## src/rtl/axi_frame_dispatch_pkg.sv

```systemverilog
// rtl/axi_frame_dispatch_pkg.sv - shared types and constants for the frame dispatcher
package axi_frame_dispatch_pkg;
   typedef enum logic [1:0] {
      IDLE   = 2'd0,
      ACTIVE = 2'd1,
      DROP   = 2'd2
   } state_t;

   localparam logic MODE_TDEST = 1'b0;
   localparam logic MODE_RR    = 1'b1;
endpackage

```

## src/rtl/axi_frame_dispatch_pg_fifo.sv

```systemverilog
// rtl/axi_frame_dispatch_pg_fifo.sv - per-channel pixel-group FIFO with registered output
// Capacity counts the output register, so DEPTH beats are held in total.
module pg_fifo #(
   parameter int WIDTH = 257,
   parameter int DEPTH = 4
) (
   input  logic             clk,
   input  logic             rst_n,
   input  logic             push,
   input  logic [WIDTH-1:0] wdata,
   output logic             full,
   output logic [WIDTH-1:0] rdata,
   output logic             rvalid,
   input  logic             pop
);
   localparam int AW = $clog2(DEPTH);
   typedef logic [AW-1:0] ptr_t;
   typedef logic [AW:0]   cnt_t;

   logic [WIDTH-1:0] mem [DEPTH];
   ptr_t wr_ptr, rd_ptr;
   cnt_t count;
   logic do_push, load;

   // Full is judged on registered occupancy only: a same-cycle pop never frees a slot early.
   assign full    = (count + cnt_t'(rvalid)) >= cnt_t'(DEPTH);
   assign do_push = push && !full;
   assign load    = (count != '0) && (!rvalid || pop);

   always_ff @(posedge clk) begin
      if (do_push) mem[wr_ptr] <= wdata;
   end

   always_ff @(posedge clk or negedge rst_n) begin
      if (!rst_n) begin
         wr_ptr <= '0;
         rd_ptr <= '0;
         count  <= '0;
         rvalid <= 1'b0;
         rdata  <= '0;
      end else begin
         if (do_push) wr_ptr <= wr_ptr + ptr_t'(1);
         if (load) begin
            rd_ptr <= rd_ptr + ptr_t'(1);
            rdata  <= mem[rd_ptr];
            rvalid <= 1'b1;
         end else if (pop) begin
            rvalid <= 1'b0;
         end
         count <= count + cnt_t'(do_push) - cnt_t'(load);
      end
   end
endmodule

```

## src/rtl/axi_frame_dispatch.sv

```systemverilog
// rtl/axi_frame_dispatch.sv - routes whole AXI-Stream frames to per-channel FIFOs
// Frame length is policed against FRAME_PGNUM; short and long frames are closed with an error pulse.
module axi_frame_dispatch
   import axi_frame_dispatch_pkg::*;
#(
   parameter int IP_AMT       = 2,
   parameter int DATA_W       = 256,
   parameter int AXIS_TID_W   = 2,
   parameter int AXIS_TDEST_W = (IP_AMT > 1) ? $clog2(IP_AMT) : 1,
   parameter int FIFO_DEPTH   = 4,
   parameter int FRAME_PGNUM  = 9600,
   parameter int PGCNT_W      = $clog2(FRAME_PGNUM)
) (
   input  logic                     s_aclk,
   input  logic                     s_aresetn,
   input  logic                     mode_i,
   input  logic [AXIS_TID_W-1:0]    s_tid_i,
   input  logic [AXIS_TDEST_W-1:0]  s_tdest_i,
   input  logic [DATA_W-1:0]        s_tdata_i,
   input  logic [DATA_W/8-1:0]      s_tkeep_i,
   input  logic                     s_tlast_i,
   input  logic                     s_tvalid_i,
   output logic                     s_tready_o,
   output logic [IP_AMT*DATA_W-1:0] pg_data_o,
   output logic [IP_AMT-1:0]        pg_last_o,
   output logic [IP_AMT-1:0]        pg_valid_o,
   input  logic [IP_AMT-1:0]        pg_ready_i,
   output logic [IP_AMT-1:0]        frame_done_o,
   output logic [IP_AMT-1:0]        frame_err_o,
   output logic                     drop_o
);
   typedef logic [AXIS_TDEST_W-1:0] dest_t;
   typedef logic [AXIS_TDEST_W:0]   dest_ext_t;
   typedef logic [PGCNT_W-1:0]      pgcnt_t;

   localparam pgcnt_t LAST_IDX = pgcnt_t'(FRAME_PGNUM - 1);

   state_t  state, state_nxt;
   dest_t   dest_q, rr_ptr, cand_dest;
   pgcnt_t  pg_cnt, beat_idx;
   logic    illegal, sel_full, accept, legal_acc, at_limit, frame_end;
   logic [IP_AMT-1:0] full, push;
   logic [DATA_W:0]   push_word;
   logic    unused_inputs;

   assign unused_inputs = ^{s_tid_i, s_tkeep_i};

   // Frame start picks a fresh destination and restarts the beat index.
   always_comb begin
      cand_dest = dest_q;
      illegal   = 1'b0;
      beat_idx  = pg_cnt;
      if (state == IDLE) begin
         cand_dest = (mode_i == MODE_RR) ? rr_ptr : s_tdest_i;
         illegal   = (mode_i == MODE_TDEST) && ({1'b0, s_tdest_i} >= dest_ext_t'(IP_AMT));
         beat_idx  = '0;
      end
   end

   always_comb begin
      sel_full = 1'b0;
      for (int k = 0; k < IP_AMT; k++) begin
         if (cand_dest == dest_t'(k)) sel_full = full[k];
      end
   end

   always_ff @(posedge s_aclk or negedge s_aresetn) begin
      if (!s_aresetn) state <= IDLE;
      else            state <= state_nxt;
   end

   always_comb begin
      state_nxt = state;
      if (accept) begin
         unique case (state)
            IDLE, ACTIVE: begin
               if (s_tlast_i)                state_nxt = IDLE;
               else if (illegal || at_limit) state_nxt = DROP;
               else                          state_nxt = ACTIVE;
            end
            DROP:    if (s_tlast_i) state_nxt = IDLE;
            default: state_nxt = IDLE;
         endcase
      end
   end

   always_comb begin
      s_tready_o = 1'b0;
      unique case (state)
         IDLE:    s_tready_o = illegal || !sel_full;
         ACTIVE:  s_tready_o = !sel_full;
         DROP:    s_tready_o = 1'b1;
         default: s_tready_o = 1'b0;
      endcase
      s_tready_o = s_tready_o && s_aresetn;
   end

   assign accept    = s_tvalid_i && s_tready_o;
   assign legal_acc = accept && (state != DROP) && !illegal;
   assign at_limit  = (beat_idx == LAST_IDX);
   assign frame_end = legal_acc && (s_tlast_i || at_limit);
   assign push_word = {s_tlast_i || at_limit, s_tdata_i};

   always_comb begin
      push = '0;
      for (int k = 0; k < IP_AMT; k++) begin
         push[k] = legal_acc && (cand_dest == dest_t'(k));
      end
   end

   always_ff @(posedge s_aclk or negedge s_aresetn) begin
      if (!s_aresetn) begin
         dest_q       <= '0;
         rr_ptr       <= '0;
         pg_cnt       <= '0;
         frame_done_o <= '0;
         frame_err_o  <= '0;
         drop_o       <= 1'b0;
      end else begin
         frame_done_o <= '0;
         frame_err_o  <= '0;
         drop_o       <= accept && illegal;
         if (legal_acc) begin
            dest_q <= cand_dest;
            pg_cnt <= frame_end ? '0 : beat_idx + pgcnt_t'(1);
         end
         // Every frame handed to a channel advances the pointer, including truncated ones.
         if (frame_end) begin
            rr_ptr <= (rr_ptr == dest_t'(IP_AMT - 1)) ? '0 : rr_ptr + dest_t'(1);
            if (s_tlast_i && at_limit) frame_done_o <= push;
            else                       frame_err_o  <= push;
         end
      end
   end

   for (genvar k = 0; k < IP_AMT; k++) begin : g_ch
      logic [DATA_W:0] rd_word;
      pg_fifo #(
         .WIDTH (DATA_W + 1),
         .DEPTH (FIFO_DEPTH)
      ) u_fifo (
         .clk    (s_aclk),
         .rst_n  (s_aresetn),
         .push   (push[k]),
         .wdata  (push_word),
         .full   (full[k]),
         .rdata  (rd_word),
         .rvalid (pg_valid_o[k]),
         .pop    (pg_ready_i[k] && pg_valid_o[k])
      );
      assign pg_data_o[(k+1)*DATA_W-1 -: DATA_W] = rd_word[DATA_W-1:0];
      assign pg_last_o[k] = rd_word[DATA_W];
   end
endmodule

```

## config.mk

```make
export PLATFORM = sky130hd
export DESIGN_NAME = axi_frame_dispatch
export DESIGN_NICKNAME = d
export VERILOG_FILES = /design/src/rtl/axi_frame_dispatch_pkg.sv /design/src/rtl/axi_frame_dispatch_pg_fifo.sv /design/src/rtl/axi_frame_dispatch.sv
export SDC_FILE = /design/constraint.sdc
export NUM_CORES = 2
export LEC_CHECK = 0
export ABC_AREA = 0
export CELL_PAD_IN_SITES_DETAIL_PLACEMENT = 0
export CELL_PAD_IN_SITES_GLOBAL_PLACEMENT = 1
export CORE_AREA = 2 2 419 421
export CTS_BUF_LIST = sky130_fd_sc_hd__clkbuf_8 sky130_fd_sc_hd__clkbuf_16
export CTS_CLUSTER_SIZE = 24
export DETAILED_ROUTE_END_ITERATION = 10
export DIE_AREA = 0 0 421 423
export PLACE_DENSITY_LB_ADDON = 0.1
export SYNTH_ARGS = -nofsm -noshare
export SYNTH_HDL_FRONTEND = slang
export SYNTH_SLANG_ARGS = --single-unit
export TNS_END_PERCENT = 5
```

## constraint.sdc

```tcl
create_clock -name s_aclk -period 19.76 [get_ports s_aclk]
set_input_delay 3.952 -clock s_aclk [delete_from_list [all_inputs] [get_ports s_aclk]]
set_output_delay 3.952 -clock s_aclk [all_outputs]
set_load 0.02 [all_outputs]
```

==> results.py <==
metrics = {
    "outcome": {
        "status": "completed",
    },
    "clock_network": {
        "post_cts_resize_count": 0,
        "post_cts_buffers": 0,
        "insertion_delay_ps": 910,
        "numCtsBuffers": 282,
        "cts_tree": "done",
        "cts-htree-levels": 5,
        "cts_root_buffer": "clkbuf_16",
        "clock_path_buffers": 4,
        "cts_hold_buf": 0,
        "cts.clk_slew.worst_paths_ps": 50,
        "clock_sinks": 2608,
    },
    "cells_and_area": {
        "layout_common_cells": "edfxtp_1 (2056), clkdlybuf4s50_1 (783), dfrtp_1 (548)",
        "drive_gt1_share_pct": 29.0,
        "final_common_cell": "edfxtp_1",
        "synthToLayoutAreaGrowth_pct": 20.4,
        "fin_nets": 5262,
    },
    "power": {
        "p_leak_nw": 38.9,
        "seq_power_share_pct": 41.9,
        "cell_internal_pwr_w": 0.0123,
        "powerDensity_nw_per_um2": 153,
        "clkPwrFrac_pct": 28.0,
        "max-vdd-ir-drop_uv": 131,
        "p_sw_share_pct": 29.6,
        "switchingPower_w": 0.00517,
        "pwr-share-comb_pct": 30.1,
    },
    "timing": {
        "fmax_ghz": 0.0958,
        "relSlewSlack_pct": 15.7,
        "period_share_pct": 52.8,
        "period_needed_ps": 10440,
        "worst_slew_pin_slew_ps": 1260,
        "hold_violations": 0,
        "slew_viol_final": 0,
        "setup_tns_ps": 0,
        "setup_viol": 0,
        "rsz0062_at_grt": "false",
        "fin_skew_ps": 54.4,
        "whs_ps": 502,
    },
    "global_route": {
        "grt.busiest_layer": "met2",
        "grt_usage_pct": 25.1,
        "grt_overflow_total": 0,
        "grtUsageMet2_pct": 41.0,
        "grt.met1_usage_pct": 32.8,
        "use_met3_pct": 5.93,
        "grt_max_degree": 126,
        "grt_pass1_wl_mm": 322,
        "antenna_found_initial": 49,
        "grt_pass1_vias": 45600,
    },
    "critical_path": {
        "reg2reg_slack_ps": 15100,
        "cp_slowest_stage_delay_ps": 680,
        "critPathSlowestCell": "clkdlybuf4s50_1",
        "crit_required_ps": 15810,
        "critical_path_buf_inv_count": 2,
        "end_kind": "primary output",
        "criticalPathCategory": "primary input to primary output",
        "crit_arrival_ps": 6490,
        "crit_family": "multiplexers",
        "crit_fanout": 10,
        "cp-start-kind": "primary input",
        "crit_chain": "clkdlybuf4s50_1, mux2_2, mux2i_4, mux2_2, o211a_1, clkdlybuf4s50_1",
    },
    "min_path": {
        "hold_class": "flip-flop to flip-flop",
    },
    "route": {
        "wl_mm": 221,
        "ant_nets": 0,
        "vias_per_cell": 5.89,
        "drc_errors": 0,
        "vias": 44200,
        "drt-initial-drc-count": 3272,
        "dr.pass1.iters": 5,
        "drt-wirelength-per-cell_um": 29.5,
    },
    "floorplanning": {
        "dieArea_um2": 178000,
        "num_io_pins": 820,
        "core_um2": 173000,
        "die_w_um": 421,
        "placementRows": 153,
        "initial_core_util_pct": 54.8,
        "fp.dieH_um": 423,
    },
    "run": {
        "cap_violations": 0,
    },
    "synth": {
        "synth_nets": 4309,
        "synthCells": 3996,
        "synth_edf_count": 2056,
        "ys.flop_type": "edfxtp_1",
        "ys_warn_count": 0,
        "ys_seq_area_share_pct": 79.6,
        "ys_types": 53,
        "synth_area_um2": 95000,
        "synth-seq-cells": 2608,
        "ys_async_sr_fraction_pct": 21.2,
        "synth.avg_cell_area_um2": 23.8,
    },
    "placement": {
        "port_buffers": 784,
        "gp_congestion": 0.770,
        "dp_hpwl_mm": 124,
    },
}
==> cells in the mapped netlist, types with 2 or more instances <==
master	count	area share, %
mux2_2	518	6.1
nand3_1	11	0.058
mux2i_1	4	0.042
nand4_1	6	0.040
edfxtp_1	2056	65
inv_1	22	0.087
o31ai_1	2	0.016
mux4_2	514	12
fa_1	2	0.042
buf_4	3	0.024
a211oi_1	6	0.047
nand2_1	15	0.059
nor2_1	6	0.024
o22ai_1	4	0.026
nor4_1	3	0.020
and3_1	4	0.026
a41oi_1	2	0.018
or2_2	3	0.020
xnor2_1	10	0.092
o21ai_1	3	0.016
a21oi_1	3	0.016
o21ai_0	11	0.058
or4_1	3	0.024
buf_2	89	0.47
buf_1	7	0.028
ha_1	13	0.17
xor2_1	4	0.037
nor3_1	5	0.026
dfrtp_1	552	15
clkbuf_1	83	0.33
and2_1	10	0.066
==> final cells by class <==
type,instances,area (um2)
fillers,11400,59000
multi-input cells,1183,18600
repair buffers,851,8490
flip-flops and latches,2608,75600
inverters,23,86.3
clock inverters,172,1050
well taps,2325,2910
diodes,17,42.5
clock buffers,316,7590
==> power groups by stage <==
stage | sequential [W] | combinational, W | clock [W]
after detailed placement | 0.00744 | 0.00535 | 0
final | 0.00732 | 0.00527 | 0.00489
after floorplan | 0.00795 | 0.00252 | 0
after global routing | 0.00742 | 0.00554 | 0.00523
after global placement | 0.00741 | 0.00531 | 0
after CTS | 0.00734 | 0.00537 | 0.00501
==> layer usage <==
layer  wire, um  up-vias  share of wire [%]
li1           -    18400                  -
met1      86800    23900                 39
met2     110000     1390                 50
met3      14000      435                6.3
met4       9480       30                4.3
met5        186        -              0.084
==> worst reg2reg max path, stage by stage, from the launching register on <==
cell and delay, ps:
dfrtp_1 500, nor2_1 600, and3_1 490, and2_4 880, buf_4 780, buf_4 960
==> registers in the layout, indices dropped and copies added, names as in the netlist <==
signal and count:
frame_err_o 2, g_ch.u_fifo.wr_ptr 4, g_ch.u_fifo.mem 2056, frame_done_o 2, pg_cnt 14, dest_q 1
g_ch.u_fifo.rvalid 2, rr_ptr 1, g_ch.u_fifo.rdata 514, g_ch.u_fifo.rd_ptr 4, state 2, g_ch.u_fifo.count 6
==> worst paths after layout <==
kind	start	depth (start not counted)	to
worst max register to register	state[1]$_DFFE_PN0P_	5	g_ch[0].u_fifo.mem[0][133]$_DFFE_PP_
min in group asynchronous	s_aresetn	1	g_ch[1].u_fifo.rdata[31]$_DFFE_PN0P_
worst min-delay path	g_ch[0].u_fifo.rdata[85]$_DFFE_PN0P_	1	g_ch[0].u_fifo.rdata[85]$_DFFE_PN0P_
max in group asynchronous	s_aresetn	5	g_ch[0].u_fifo.rdata[85]$_DFFE_PN0P_
worst max-delay path	mode_i	6	s_tready_o
worst min register to register	g_ch[0].u_fifo.rdata[85]$_DFFE_PN0P_	1	g_ch[0].u_fifo.rdata[85]$_DFFE_PN0P_
==> per-stage QoR <==
stage          std cells  worst slack (ps)  power, W  cell area [um2]  utilization, %
2_1_floorplan       3996              8340    0.0105            95000               -
3_3_place_gp        6990              9350    0.0127           106000            61.0
3_5_place_dp        6990              9340    0.0128           106000            61.0
4_1_cts             7478              9340    0.0177           114000            65.9
5_1_grt             7489              9320    0.0182           114000            66.0
6_report            7495              9320    0.0175           114000            66.0
==> logic make-up after synthesis <==
group                    count (synthesis)  share of synthesized area [%]
other                                    1                        0.00395
multiplexers                          1037                           18.4
flip-flops                            2608                           79.6
adder cells (fa/ha/maj)                 15                          0.213
AO/OA/AOI/OAI                           41                          0.294
AND/OR/NAND/NOR                         75                          0.455
XOR/XNOR                                14                          0.129
buffers and inverters                  205                          0.939
No activity file was read; power rests on OpenSTA's default activity.
